`src/rtl/fetch_align_buffer.sv`:
```
// Fetch alignment buffer: a circular queue of 16-bit halfwords. It takes 32-bit
// fetch words and presents one whole instruction (compact or 32-bit) with its PC.
module fetch_align_buffer #(
  parameter int                    DEPTH_HW   = 8,
  parameter int                    ADDR_WIDTH = 32,
  parameter logic [ADDR_WIDTH-1:0] RESET_PC   = '0
) (
  input  logic                  clock,
  input  logic                  reset,
  input  logic                  fetch_valid,
  input  logic [31:0]           fetch_data,
  output logic                  fetch_ready,
  output logic                  instr_valid,
  output logic [31:0]           instr,
  output logic                  instr_is_compact,
  output logic [ADDR_WIDTH-1:0] instr_pc,
  input  logic                  instr_ready,
  input  logic                  flush,
  input  logic [ADDR_WIDTH-1:0] flush_pc
);

  localparam int PW = $clog2(DEPTH_HW);
  localparam int CW = PW + 1;
  localparam logic [CW-1:0] READY_LIMIT = CW'(DEPTH_HW - 2);

  logic [15:0]           mem_q [DEPTH_HW];
  logic [15:0]           mem_d [DEPTH_HW];
  logic [PW-1:0]         rd_ptr_q, rd_ptr_d;
  logic [PW-1:0]         wr_ptr_q, wr_ptr_d;
  logic [CW-1:0]         count_q, count_d;
  logic [ADDR_WIDTH-1:0] pc_q, pc_d;
  logic                  skip_low_q, skip_low_d;

  logic [15:0]   h0, h1;
  logic          head_compact;
  logic          push, pop;
  logic [CW-1:0] push_hw, pop_hw;

  // Head decode; anything derived from the storage array is qualified by count.
  always_comb begin
    h0           = mem_q[rd_ptr_q];
    h1           = mem_q[rd_ptr_q + PW'(1)];
    head_compact = (h0[1:0] != 2'b11);
    fetch_ready  = (count_q <= READY_LIMIT);
    instr_valid  = head_compact ? (count_q >= CW'(1)) : (count_q >= CW'(2));
    instr_is_compact = head_compact && (count_q != '0);
    instr        = '0;
    if (instr_valid) begin
      instr = head_compact ? {16'h0000, h0} : {h1, h0};
    end
    instr_pc = pc_q;
    push     = fetch_valid && fetch_ready;
    pop      = instr_valid && instr_ready;
  end

  always_comb begin
    mem_d      = mem_q;
    rd_ptr_d   = rd_ptr_q;
    wr_ptr_d   = wr_ptr_q;
    count_d    = count_q;
    pc_d       = pc_q;
    skip_low_d = skip_low_q;
    push_hw    = '0;
    pop_hw     = '0;
    if (flush) begin
      rd_ptr_d   = '0;
      wr_ptr_d   = '0;
      count_d    = '0;
      pc_d       = flush_pc;
      skip_low_d = flush_pc[1];
    end else begin
      // A redirect into the upper half of a word drops that word's low halfword.
      if (push) begin
        if (skip_low_q) begin
          mem_d[wr_ptr_q] = fetch_data[31:16];
          wr_ptr_d        = wr_ptr_q + PW'(1);
          skip_low_d      = 1'b0;
          push_hw         = CW'(1);
        end else begin
          mem_d[wr_ptr_q]          = fetch_data[15:0];
          mem_d[wr_ptr_q + PW'(1)] = fetch_data[31:16];
          wr_ptr_d                 = wr_ptr_q + PW'(2);
          push_hw                  = CW'(2);
        end
      end
      if (pop) begin
        rd_ptr_d = rd_ptr_q + (head_compact ? PW'(1) : PW'(2));
        pc_d     = pc_q + (head_compact ? ADDR_WIDTH'(2) : ADDR_WIDTH'(4));
        pop_hw   = head_compact ? CW'(1) : CW'(2);
      end
      count_d = count_q + push_hw - pop_hw;
    end
  end

  always_ff @(posedge clock or negedge reset) begin
    if (!reset) begin
      rd_ptr_q   <= '0;
      wr_ptr_q   <= '0;
      count_q    <= '0;
      pc_q       <= RESET_PC;
      skip_low_q <= RESET_PC[1];
    end else begin
      rd_ptr_q   <= rd_ptr_d;
      wr_ptr_q   <= wr_ptr_d;
      count_q    <= count_d;
      pc_q       <= pc_d;
      skip_low_q <= skip_low_d;
    end
  end

  always_ff @(posedge clock) begin
    mem_q <= mem_d;
  end

endmodule

```
`config.mk`:
```
export PLATFORM = sky130hd
export DESIGN_NAME = fetch_align_buffer
export DESIGN_NICKNAME = d
export VERILOG_FILES = /design/src/rtl/fetch_align_buffer.sv
export SDC_FILE = /design/constraint.sdc
export NUM_CORES = 1
export LEC_CHECK = 0
export CAP_MARGIN = 20
export CORE_AREA = 2 2 193 195
export CTS_BUF_LIST = sky130_fd_sc_hd__clkbuf_8
export CTS_CLUSTER_SIZE = 20
export DETAILED_ROUTE_END_ITERATION = 10
export DIE_AREA = 0 0 195 197
export PLACE_DENSITY = 0.57
export REMOVE_ABC_BUFFERS = 1
export SLEW_MARGIN = 25
export SYNTH_ARGS = -nofsm -noshare
export SYNTH_HDL_FRONTEND = slang
export SYNTH_SLANG_ARGS = --single-unit
```
`constraint.sdc`:
```
create_clock -name clock -period 5.1 [get_ports clock]
set_clock_uncertainty 0.1 [all_clocks]
set_input_delay 0.51 -clock clock [delete_from_list [all_inputs] [get_ports clock]]
set_output_delay 0.51 -clock clock [all_outputs]
set_load 0.03 [all_outputs]
```
==> key figures <==
Yosys
  – Register area share after synthesis: 0.458
  – Post-synth EDFFs: 128
  – Yosys top cell area share: 0.358
  – Cell count after synthesis: 948
  – Syn Std Cell Area: 10700 um^2
  – Synth Register Bits: 171
  – Distinct cells, synth: 51
  – Post-synth top area cell: edfxtp_1
  – Fraction of registers with async set/reset: 0.251
  – Syn_area_per_cell: 11.3 um^2
  – Post-synth top flop: edfxtp_1
  – Commonest cells post-synth: 128 x edfxtp_1, 126 x nand2_1, 82 x clkbuf_1
  – Warnings from Yosys: 0
  – Synth top area cells: edfxtp_1 36%, mux4_2 13%, dfrtp_1 10%, a22o_1 5.3%, a22oi_1 4.5%
  – Most numerous cell in the Yosys netlist: edfxtp_1

Timing
  – Final setup fails: 0
  – Relative slew slack: 0.244
  – Final worst-path cycle share: 0.875
  – TNS Setup: 0 ps
  – Setup repair after global routing missed its margin: no
  – Slew @ Worst Pin: 1130 ps
  – Final-report max-slew violation count: 0
  – Min Tclk post-route: 4460 ps
  – F_max: 224 MHz
  – Final hold slack: 24.1 ps
  – Final Hold Fails: 0

Setup path
  – Reg2Reg Depth: 12
  – CP Class: flop to output port
  – CP arrival: 3850 ps
  – Reg-to-reg endpoint: instr_pc[19]
  – CP Max Fanout: 26
  – R2R Path Start: rd_ptr_q[0]
  – CP Launch Type: flop
  – Critical path data required time: 4490 ps
  – Setup crit end kind: output port
  – Flop-to-flop setup slack: 730 ps

Clock network
  – # hold bufs at CTS: 0
  – Clk_lat worst skew: 460 ps
  – H-tree depth: 4
  – CTS Root Buffer Type: clkbuf_8
  – Max Buffers Root-to-Sink: 2
  – Post-CTS Setup Bufs: 0
  – Reg clk slew, reported paths: 90 ps
  – # clock sinks: 171
  – CTS tree: yes
  – Num CTS Buffers: 17
  – CTS resizes: 0

GRT
  – GRT overflow: 0
  – Vias in the first global route: 8638
  – Antenna violations before repair: 2
  – Largest net degree at the start of global routing: 67
  – All-layer global routing usage: 0.182
  – First-pass GRT wire length: 52.6 mm

Routing
  – Post-Route WL: 35.1 mm
  – Routed Antenna Nets: 0
  – Vias: 8522
  – Drt drc: 0
  – 1st-iter DRT viols: 848
  – Vias per cell: 5.72
  – DR pass1 iterations: 5
  – Wire per inst: 23.6 um

Power and ir drop
  – Combinational power share: 0.510
  – P_int: 3250 uW
  – Sw Ratio: 0.428
  – Clock power share: 0.176
  – Static Leak: 0.00428 uW
  – Sequential Power Share: 0.313
  – Maximum VDD drop: 0.226 mV
  – P_sw: 2440 uW
  – PD cells: 443 nW/um^2
  – Total power: 5690 uW

Placement
  – DP HPWL: 22.4 mm
  – Routability Congestion: 0.853
  – PortBufs: 135

Final layout
  – Register area: 4930 um^2
  – # fillers: 3590
  – Share of cells above drive strength 1: 0.157
  – Final nets: 1098
  – P&R area growth vs syn: 19.5%
  – Multi-input logic area: 5350 um^2

Die
  – Core box area: 36300 um^2
  – Top-level I/O count: 136
  – Die area: 38400 um^2
  – Initial Util: 0.296
  – # rows: 70
  – Die height: 197 um
  – DIE WIDTH: 195 um

Run
  – Max-cap violations: 0

Status
  – Outcome: finished, final reports clean

Worst hold path
  – Worst hold path class: input pin to async pin
cells in the final DEF, fill, tap and decap left out, drive strengths merged, types with 2 or more instances in the layout:
master	netlist	final
mux4	64	64
nor2b	3	3
inv	28	36
clkbuf	82	17
mux2i	6	6
clkdlybuf4s50	0	133
a22oi	65	65
a21o	2	2
a22o	65	65
buf	29	20
nand2	126	126
o21ai	33	33
nand3	12	12
edfxtp	128	128
mux2	10	10
nand4	5	5
and3	3	3
bufinv	0	2
nor3	4	4
nor2	21	21
clkinv	0	3
a21boi	2	2
diode	0	2
a2111oi	11	11
ha	16	16
a211oi	11	11
o22ai	64	64
fa	4	4
a21oi	48	48
o211ai	2	2
dfrtp	43	43
and2	13	13
xnor2	27	27
xor2	8	8
or2	3	3
or3	2	2
flip-flops by register name (all words and copies together), names as in the netlist:
register    flops
mem_q         128
instr_pc       32
count_q         4
rd_ptr_q        3
wr_ptr_q        3
skip_low_q      1
worst max-delay path, stage by stage, from the launching register on:
cell             delay (ps)
dfrtp_4                 680
mux4_2                  600
mux2_2                  310
nand3_2                  80
and2_1                  760
buf_4                   300
a21oi_1                  50
clkdlybuf4s50_1         600
cells by family after synthesis:
logic type | Yosys count | share of synthesized area
AND/OR/NAND/NOR | 198 | 0.0800
AO/OA/AOI/OAI | 305 | 0.204
adder cells (fa/ha/maj) | 20 | 0.0261
XOR/XNOR | 35 | 0.0285
flip-flops | 171 | 0.458
buffers and inverters | 139 | 0.0511
multiplexers | 80 | 0.153
area by class of cell:
| class | count | share of cell area |
|---|---|---|
| multi-input cells | 638 | 0.417 |
| well taps | 468 | 0.0456 |
| flip-flops and latches | 171 | 0.383 |
| inverters | 28 | 0.00818 |
| clock inverters | 14 | 0.0126 |
| repair buffers | 153 | 0.115 |
| clock buffers | 17 | 0.0182 |
| diodes | 2 | 0.000390 |
routing by layer:
layer / up-vias / wire length, um / GRT usage
met5: - / 0 / 0
met4: 0 / 1060 / 0.0746
met3: 74 / 2650 / 0.0323
met2: 412 / 17300 / 0.306
met1: 4242 / 14100 / 0.232
li1: 3794 / - / -
per-stage QoR:
stage          std cells   util  setup slack [ps]  cell area, um^2
3_5_place_dp        1458  0.343               805            12400
2_1_floorplan        837      -              -612            10300
3_3_place_gp        1458  0.343               891            12400
4_1_cts             1489  0.354               555            12800
5_1_grt             1491  0.354               436            12800
6_report            1491  0.354               635            12800
how the worst max path moves through the flow:
stage	start	end	cells after the start
after floorplan	rd_ptr_q[0]	count_q[3]	11
after global placement	rd_ptr_q[0]	instr_pc[29]	12
after detailed placement	rd_ptr_q[0]	instr_pc[19]	12
after CTS	rd_ptr_q[0]	instr[2]	7
after global routing	rd_ptr_q[0]	instr[13]	7
final	rd_ptr_q[0]	instr[13]	7
power by group through the flow:
stage          Sequential [uW]  Combinational (uW)  Clock (uW)
2_1_floorplan             1910                1700           0
3_3_place_gp              1810                2890           0
5_1_grt                   1800                3120        1070
4_1_cts                   1780                2930        1020
6_report                  1780                2900        1000
3_5_place_dp              1810                2920           0
Power figures use the tool's default switching activity.
